File: src/rtl/defs.sv
// Shared definitions for the execute-stage ALU: operation encoding, sequencer
// states and the default divider iteration count.
package defs;

    localparam int DIV_ITERS_DEFAULT = 32;

    typedef enum logic [4:0] {
        NO_OP, ADD, SUB, SLL, SRL, SRA, AND, OR, XOR,
        MUL, MULH, MULHSU, MULHU,
        LT, LTU, GE, GEU, EQ, NEQ,
        DIV, DIVU, REM, REMU
    } op_t;

    typedef enum logic {
        IDLE,
        DIVIDING
    } alu_state_t;

    function automatic logic isDivOp(input op_t op);
        return op inside {DIV, DIVU, REM, REMU};
    endfunction

endpackage

File: src/rtl/alu_if.sv
// Operand bundle from decode plus the result/valid/busy return path of the ALU.
interface alu_if;
    import defs::*;

    logic        in_noop;
    op_t         in_op;
    logic [31:0] in_src1;
    logic [31:0] in_src2;
    logic        out_valid;
    logic [31:0] out_result;
    logic        busy;

    modport master (
        output in_noop, in_op, in_src1, in_src2,
        input  out_valid, out_result, busy
    );

    modport slave (
        input  in_noop, in_op, in_src1, in_src2,
        output out_valid, out_result, busy
    );

endinterface

File: src/rtl/div_unit.sv
// Iterative restoring divider: one quotient bit per cycle on operand magnitudes,
// with the sign fix-up folded into the combinational result on the last step.
module div_unit import defs::*; #(
    parameter int DIV_ITERS = DIV_ITERS_DEFAULT
) (
    input  logic        clk,
    input  logic        rst_n,
    input  logic        start_i,
    input  logic        signed_i,
    input  logic        selRem_i,
    input  logic [31:0] dividend_i,
    input  logic [31:0] divisor_i,
    output logic        done_o,
    output logic [31:0] result_o
);

    localparam int CW = $clog2(DIV_ITERS);

    logic          run_q, run_d;
    logic [CW-1:0] cnt_q, cnt_d;
    logic [31:0]   rem_q, rem_d, quo_q, quo_d, dvsr_q, dvsr_d;
    logic          negQ_q, negQ_d, negR_q, negR_d, selRem_q, selRem_d;
    logic [32:0]   remShift, trial;
    logic          lastIter;
    logic [31:0]   quoFinal, remFinal;

    always_comb begin
        run_d    = run_q;
        cnt_d    = cnt_q;
        rem_d    = rem_q;
        quo_d    = quo_q;
        dvsr_d   = dvsr_q;
        negQ_d   = negQ_q;
        negR_d   = negR_q;
        selRem_d = selRem_q;
        remShift = {rem_q, quo_q[31]};
        trial    = remShift - {1'b0, dvsr_q};
        lastIter = run_q && (cnt_q == CW'(DIV_ITERS - 1));
        if (start_i) begin
            run_d    = 1'b1;
            cnt_d    = '0;
            rem_d    = '0;
            quo_d    = (signed_i && dividend_i[31]) ? -dividend_i : dividend_i;
            dvsr_d   = (signed_i && divisor_i[31]) ? -divisor_i : divisor_i;
            negQ_d   = signed_i & (dividend_i[31] ^ divisor_i[31]);
            negR_d   = signed_i & dividend_i[31];
            selRem_d = selRem_i;
        end else if (run_q) begin
            // A borrow out of the trial subtraction means restore (keep the shifted value)
            rem_d = trial[32] ? remShift[31:0] : trial[31:0];
            quo_d = {quo_q[30:0], ~trial[32]};
            cnt_d = cnt_q + CW'(1);
            run_d = !lastIter;
        end
    end

    always_ff @(posedge clk or negedge rst_n) begin
        if (!rst_n) begin
            run_q    <= 1'b0;
            cnt_q    <= '0;
            rem_q    <= '0;
            quo_q    <= '0;
            dvsr_q   <= '0;
            negQ_q   <= 1'b0;
            negR_q   <= 1'b0;
            selRem_q <= 1'b0;
        end else begin
            run_q    <= run_d;
            cnt_q    <= cnt_d;
            rem_q    <= rem_d;
            quo_q    <= quo_d;
            dvsr_q   <= dvsr_d;
            negQ_q   <= negQ_d;
            negR_q   <= negR_d;
            selRem_q <= selRem_d;
        end
    end

    assign quoFinal = negQ_q ? -quo_d : quo_d;
    assign remFinal = negR_q ? -rem_d : rem_d;
    assign result_o = selRem_q ? remFinal : quoFinal;
    assign done_o   = lastIter;

endmodule

File: src/rtl/alu.sv
// Execute-stage ALU: single-cycle arithmetic/logic/compare/multiply datapath plus
// the IDLE/DIVIDING sequencing around the iterative divider.
module alu import defs::*; #(
    parameter int DIV_ITERS = DIV_ITERS_DEFAULT
) (
    input  logic  clk,
    input  logic  rst_n,
    alu_if.slave  bus
);

    alu_state_t         state_q, state_d;
    logic               valid_q, valid_d, busy_q, busy_d;
    logic [31:0]        result_q, result_d, aluRes, divResult;
    logic               accept, divSigned, divRem, divByZero, divOverflow, divStart, divDone;
    logic [4:0]         shamt;
    logic signed [32:0] mulA, mulB;
    logic signed [65:0] prod;
    logic               unusedProdTop;

    assign accept      = (state_q == IDLE) && !bus.in_noop && (bus.in_op != NO_OP);
    assign divSigned   = bus.in_op inside {DIV, REM};
    assign divRem      = bus.in_op inside {REM, REMU};
    assign divByZero   = (bus.in_src2 == 32'd0);
    assign divOverflow = divSigned && (bus.in_src1 == 32'h8000_0000) && (bus.in_src2 == 32'hFFFF_FFFF);
    assign divStart    = accept && isDivOp(bus.in_op) && !divByZero && !divOverflow;

    // One 33x33 signed multiplier serves all four multiply flavours via operand extension
    assign shamt         = bus.in_src2[4:0];
    assign mulA          = {(bus.in_op inside {MULH, MULHSU}) & bus.in_src1[31], bus.in_src1};
    assign mulB          = {(bus.in_op == MULH) & bus.in_src2[31], bus.in_src2};
    assign prod          = 66'(mulA) * 66'(mulB);
    assign unusedProdTop = ^prod[65:64];

    always_comb begin
        aluRes = 32'd0;
        case (bus.in_op)
            ADD:    aluRes = bus.in_src1 + bus.in_src2;
            SUB:    aluRes = bus.in_src1 - bus.in_src2;
            SLL:    aluRes = bus.in_src1 << shamt;
            SRL:    aluRes = bus.in_src1 >> shamt;
            SRA:    aluRes = $signed(bus.in_src1) >>> shamt;
            AND:    aluRes = bus.in_src1 & bus.in_src2;
            OR:     aluRes = bus.in_src1 | bus.in_src2;
            XOR:    aluRes = bus.in_src1 ^ bus.in_src2;
            MUL:    aluRes = prod[31:0];
            MULH, MULHSU, MULHU: aluRes = prod[63:32];
            LT:     aluRes = {31'd0, $signed(bus.in_src1) < $signed(bus.in_src2)};
            LTU:    aluRes = {31'd0, bus.in_src1 < bus.in_src2};
            GE:     aluRes = {31'd0, $signed(bus.in_src1) >= $signed(bus.in_src2)};
            GEU:    aluRes = {31'd0, bus.in_src1 >= bus.in_src2};
            EQ:     aluRes = {31'd0, bus.in_src1 == bus.in_src2};
            NEQ:    aluRes = {31'd0, bus.in_src1 != bus.in_src2};
            DIV, DIVU: aluRes = divByZero ? 32'hFFFF_FFFF : 32'h8000_0000;
            REM, REMU: aluRes = divByZero ? bus.in_src1 : 32'd0;
            default: aluRes = 32'd0;
        endcase
    end

    div_unit #(.DIV_ITERS(DIV_ITERS)) u_div (
        .clk        (clk),
        .rst_n      (rst_n),
        .start_i    (divStart),
        .signed_i   (divSigned),
        .selRem_i   (divRem),
        .dividend_i (bus.in_src1),
        .divisor_i  (bus.in_src2),
        .done_o     (divDone),
        .result_o   (divResult)
    );

    always_ff @(posedge clk or negedge rst_n) begin
        if (!rst_n) begin
            state_q  <= IDLE;
            valid_q  <= 1'b0;
            result_q <= 32'd0;
            busy_q   <= 1'b0;
        end else begin
            state_q  <= state_d;
            valid_q  <= valid_d;
            result_q <= result_d;
            busy_q   <= busy_d;
        end
    end

    always_comb begin
        state_d = state_q;
        case (state_q)
            IDLE:     if (divStart) state_d = DIVIDING;
            DIVIDING: if (divDone)  state_d = IDLE;
            default:  state_d = IDLE;
        endcase
    end

    // Inputs are ignored while dividing, including on the completing edge
    always_comb begin
        valid_d  = 1'b0;
        result_d = 32'd0;
        busy_d   = 1'b0;
        case (state_q)
            IDLE: begin
                if (divStart) begin
                    busy_d = 1'b1;
                end else if (accept) begin
                    valid_d  = 1'b1;
                    result_d = aluRes;
                end
            end
            DIVIDING: begin
                if (divDone) begin
                    valid_d  = 1'b1;
                    result_d = divResult;
                end else begin
                    busy_d = 1'b1;
                end
            end
            default: ;
        endcase
    end

    assign bus.out_valid  = valid_q;
    assign bus.out_result = result_q;
    assign bus.busy       = busy_q;

endmodule

File: src/flat_wrapper.sv
// flat-port wrapper written by rule: the top's interface ports become plain ports
module alu_flat import defs::*;
#(
    parameter int DIV_ITERS = DIV_ITERS_DEFAULT
)
  (clk, rst_n, bus_in_noop, bus_in_op, bus_in_src1, bus_in_src2, bus_out_valid, bus_out_result, bus_busy);
  alu_if bus_i ();
  input  logic clk;
  input  logic rst_n;
  input wire logic [$bits(bus_i.in_noop)-1:0] bus_in_noop;
  input wire logic [$bits(bus_i.in_op)-1:0] bus_in_op;
  input wire logic [$bits(bus_i.in_src1)-1:0] bus_in_src1;
  input wire logic [$bits(bus_i.in_src2)-1:0] bus_in_src2;
  output wire logic [$bits(bus_i.out_valid)-1:0] bus_out_valid;
  output wire logic [$bits(bus_i.out_result)-1:0] bus_out_result;
  output wire logic [$bits(bus_i.busy)-1:0] bus_busy;
  assign bus_i.in_noop = bus_in_noop;
  assign bus_i.in_op = bus_in_op;
  assign bus_i.in_src1 = bus_in_src1;
  assign bus_i.in_src2 = bus_in_src2;
  assign bus_out_valid = bus_i.out_valid;
  assign bus_out_result = bus_i.out_result;
  assign bus_busy = bus_i.busy;
  alu #(.DIV_ITERS(DIV_ITERS)) u_core (.clk(clk), .rst_n(rst_n), .bus(bus_i));
endmodule
File: config.mk
export PLATFORM = sky130hd
export DESIGN_NAME = alu_flat
export DESIGN_NICKNAME = d
export VERILOG_FILES = /design/src/rtl/defs.sv /design/src/rtl/alu_if.sv /design/src/rtl/div_unit.sv /design/src/rtl/alu.sv /design/src/flat_wrapper.sv
export SDC_FILE = /design/constraint.sdc
export NUM_CORES = 2
export LEC_CHECK = 0
export ABC_CLOCK_PERIOD_IN_PS = 7850
export CAP_MARGIN = 10
export CORE_MARGIN = 2
export CORE_UTILIZATION = 30
export CTS_CLUSTER_SIZE = 10
export DETAILED_ROUTE_END_ITERATION = 10
export PLACE_DENSITY = 0.49
export SLEW_MARGIN = 20
export SYNTH_ARGS = -nofsm -noshare
export SYNTH_HDL_FRONTEND = slang
export SYNTH_HIERARCHICAL = 1
export SYNTH_SLANG_ARGS = --single-unit
File: constraint.sdc
create_clock -name clk -period 7.85 [get_ports clk]
set_input_delay 1.57 -clock clk [delete_from_list [all_inputs] [get_ports clk]]
set_output_delay 1.57 -clock clk [all_outputs]
set_load 0.01 [all_outputs]
Word level (Yosys, flattened, before mapping)
Index checks and enable logic that the tools add are counted.
Widths: inputs -> output; s select.
- add/sub/neg operators: 8
- shifts and indexed selects: 3
- multiplexer cells: 28
- reduce and logical (&&, ||, !) cells: 24
- $mul: 1
- magnitude comparators: 4
- equality and inequality tests: 27
- bitwise logic cells: 10
- operators with widths (operator ; count):
    $pmux 32 s18 ; 1
    $mux 32 ; 14
    $neg 32->32 ; 4
    $eq 32x32->1 const B ; 2
    $ge 32x32->1 ; 2
    $lt 32x32->1 ; 2
    $mul 33x33->64 ; 1
    $pmux 32 s2 ; 1
    $eq 5x4->1 const B ; 8
    $eq 5x5->1 const B ; 8
    $sub 33x32->33 ; 1
    $add 32x32->32 ; 1
    $and 32x32->32 ; 1
    $eq 32x32->1 ; 1
    $logic_not 32->1 ; 1
    $ne 32x32->1 ; 1
    $or 32x32->32 ; 1
    $shl 32x5->32 ; 1
    $shr 32x5->32 ; 1
    $sshr 32x5->32 ; 1
    $sub 32x32->32 ; 1
    $xor 32x32->32 ; 1
    $mux 31 ; 1
    $eq 5x3->1 const B ; 4
    other kinds (16) ; 45
- register bits after elaboration: 139
- input bits: 72
- output and inout bits: 34

Depth between registers and ports, before layout
- word-level depth: 12
- mapped depth: 35
- depth with buffers taken out: 30

Modules after synthesis
The synthesis kept the hierarchy.
- modules (own cells, without submodules) (module ; area each (um2) ; seq. area each (um2) ; instances ; cells each):
    alu ; 48241.3 ; 850.8 ; 1 ; 5791
    div_unit ; 10375.0 ; 2627.5 ; 1 ; 1361

Worst setup path before layout
No wires, ideal clock.
- kind: input to register
- from: in bus_in_src2[3]
- to: reg u_core.result_q[29] (netlist: u_core/bus.out_result[29])
- buffers on the path: 6
- setup time: 139 ps
- stages on the path: 31
- setup slack: -2787 ps
- data arrival time: 10499 ps
- path through: buf_2 clkbuf_1 clkbuf_1 clkbuf_1 clkbuf_1 buf_1 nand3_1 fa_1 fa_1 inv_1 fa_1 inv_1 fa_1 inv_1 fa_1 fa_1 fa_1 inv_1 fa_1 inv_1 ha_1 nand2_1 nor3_1 nand3_1 nor4_1 o21ai_1 a31oi_1 o21ai_1 xor2_1 nor2_1 or4_1
- cells in the longest elaborated chain, start to end: 10
- ends and longest elaborated chain (element ; RTL line ; source):
    start: declaration ; flat_wrapper.sv:13 ; input wire logic [$bits(bus_i.in_src2)-1:0] bus_in_src2;
    branches (longest 9 deep; another with $mul 33x33->64) ; n/a ;
    $pmux 32 s2 * ; alu.sv:99 ; case (state_q)
    net u_core.result_d[29] ; alu.sv:13 ; logic [31:0] result_q, result_d, aluRes, divResult;
    end signal: assignment ; alu.sv:80 ; result_q <= result_d;
    end: declaration ; alu.sv:13 ;
Mark *: on every way through the listed nets, which the timed path passes.
A chain may end at the register's enable or synchronous reset.

Worst setup path after layout
- from: in bus_in_op[2]
- to: reg u_core.result_q[29] (netlist: u_core/bus.out_result[29])
- cells in the longest elaborated chain, start to end: 12
- ends and longest elaborated chain (element ; RTL line ; source):
    start: declaration ; flat_wrapper.sv:11 ; input wire logic [$bits(bus_i.in_op)-1:0] bus_in_op;
    branches (longest 11 deep; another with $mul 33x33->64) ; n/a ;
    $pmux 32 s2 * ; alu.sv:99 ;
    net u_core.result_d[29] ; alu.sv:13 ;
Marked as above.

==> flow_summary.toml <==
[clock_tree]
root_buffer = "clkbuf_16"
cts_tree = "done"
cts_max_path_buffers = 2
clock_insertion_delay_worst_skew_ns = 0.45
numCtsBuffers = 17
htreeDepth = 4
cts.clk_slew.worst_paths_ns = 0.07
hold_buffers = 0
cts_sinks = 139

[global_route]
grt_pass1_vias = 58731
grt_max_degree = 87
antenna_found_initial = 22
grt_pass1_wl_um = 426000
track_usage = 0.2968
grt-ovfl-total = 0

[synthesis]
synth_cell_types = 114
synth-simple-area-share = 0.1644
async_flop_share = 1.000
synthMuxAreaShare = 0.03163
synth_area_per_cell_um2 = 8.196
synth_top_area_share = 0.3852
synth_compound_area_frac = 0.1378
synth.area.top_cells = "fa_1 (39%), inv_1 (8.6%), ha_1 (7.4%), nand2_1 (6.5%), dfrtp_1 (5.9%)"
syn_area_um2 = 58620
synthFlopType = "dfrtp_1"
yosysSeqAreaShare = 0.05934
yosys.area_share.adder = 0.4593
postSynthCellCount = 7152
synth_top_family_by_area = "adder cells"
synth_edf_count = 0
synth_xor_area_frac = 0.02824
synth_warnings = 6
synth_seq_cells = 139
syn_nets = 8699
yosysTopAreaCell = "fa_1"

[floorplan]
die_h_um = 446.0
floorplan.initialDensity = 0.3012
die-area_um2 = 198900
ios = 106
die_w_um = 446.0
core_um2 = 194600
rows = 162

[routing]
dr_total_vias = 57377
drtIter0Drc = 5768
wl_per_cell_um = 28.22
drcViolationCount = 0
routed_wl_um = 298500
route.antenna.remaining_nets = 0
dr.pass1.iters = 8
viasPerCell = 5.424

[critical_path]
cp_slowest_cell = "fa_1"
critPathLaunchType = "input pin"
worstSetupPathType = "input pin to register"
worstPathArrival_ns = 9.46
crit_path_max_incr_delay_ns = 0.60
endpoint_kind = "register"
path_common_cell = "fa_1"
cp.required_ns = 8.17
cp_max_fo = 5

[layout]
final_common_cell = "inv_1"
fillCellCount = 20177
layout_common_cells = "inv_1 (1263), fa_1 (1064), buf_4 (974)"
layout-drive-gt1-share = 0.2322
design_area_um2 = 74780
fin_nets = 9560
area_growth_pct = 27.57

[sta]
period_minus_slack_ns = 9.150
setup_viol = 32
setup_ws_ns = -1.300
rsz0062_at_grt = "true"
whs_ns = 0.5279
fmax_ghz = 0.1093
slew_viol_final = 0
worst_slew_pin_slew_ns = 1.290
hold_viol = 0
max_slew_margin = 0.1368
clock_skew_ns = 0.008224
final.period_utilization = 1.166

[placement]
portBuffers = 105
placed_area_um2 = 70190
routabilityCongestion = 1.034
hpwl_um = 250100

[outcome]
outcome = "finished with violations"
failed_checks = "negative setup slack"

[worst_hold_path]
hold_class = "register to register"

[run]
maxCapViolations = 0
[layer usage]
metal | track usage | up-vias | routed length (µm)
met5 | 0 | - | 104
li1 | - | 24574 | -
met1 | 0.3985 | 29574 | 124900
met4 | 0.1481 | 16 | 17790
met3 | 0.05913 | 556 | 25260
met2 | 0.4541 | 2657 | 130500
[per-stage QoR]
step	setup TNS [ns]	worst slack, ns	instances	utilization
after global placement	-72.09	-3.113	10426	0.3607
after CTS	-29.35	-1.273	10511	0.3756
after detailed placement	-72.86	-2.903	10426	0.3607
after global routing	-36.22	-1.465	10570	0.3842
after floorplan	-32.37	-1.588	7152	-
final	-31.23	-1.300	10579	0.3843
[critical path: cells and delay by family]
kind | cells | cell delay [ns]
adders and majority gates | 9 | 4.49
and+or+nand+nor | 10 | 1.88
buffers and inverters | 9 | 0.93
AOI/OAI and AO/OA | 3 | 0.36
xor gates and xnor gates | 1 | 0.20
[sequential cells by signal, indices dropped and copies added (netlist names), 5 cells and up]
signal	cells
u_core/bus.out_result	32
u_core/u_div/dvsr_q	32
u_core/u_div/quo_q	32
u_core/u_div/rem_q	32
u_core/u_div/cnt_q	5
[cell usage after synthesis (83+ instances only)]
master       n
nand3_1     83
fa_1      1128
dfrtp_1    139
inv_1     1337
nor3_1     116
ha_1       347
xnor2_1    126
nand2_1   1008
clkbuf_1   289
nor2_1     648
a21oi_1    300
o21ai_0    227
[area by class of cell]
class	instances	area, µm²	share of cell area
multi-input cells	5197	50650	0.6774
repair buffers	1290	11630	0.1555
inverters	1368	5215	0.06974
flip-flops and latches	139	3482	0.04656
well taps	2542	3181	0.04253
clock buffers	18	429.2	0.005739
clock inverters	14	163.9	0.002192
diodes	11	27.53	0.0003681
[cell families (layout without fill, tap and decap cells)]
family          Yosys count  in the layout
compound gates         1198           1198
xor+xnor                189            189
fa+ha+maj              1475           1475
buf+inv                1816           2690
flops                   139            139
mux                     132            132
other cells               0             11
simple gates           2203           2203
[worst paths after layout]
check	from	endpoint	slack, ns	depth (start not counted)
setup / recovery	bus_in_op[2]	u_core/bus.out_result[29]	-1.30	32
hold / removal	u_core/u_div/dvsr_q[6]	u_core/u_div/dvsr_q[6]	0.53	2
setup reg to reg	u_core/u_div/dvsr_q[7]	u_core/bus.out_result[31]	0.87	23
hold reg to reg	u_core/u_div/dvsr_q[6]	u_core/u_div/dvsr_q[6]	0.53	2
max in group asynchronous	rst_n	u_core/bus.out_result[21]	5.29	2
min in group asynchronous	rst_n	u_core/u_div/rem_q[1]	1.22	1
[repair_timing]
item / in CTS / in global routing
buffers inserted: 69 / 70
pin swaps: 179 / 224
gates cloned: 2 / 0
setup endpoints to repair: 32 / 32
gates resized for setup: 422 / 318
Power is not shown: default switching activity piles up to over one toggle a cycle in this logic, so the estimate is an artifact.
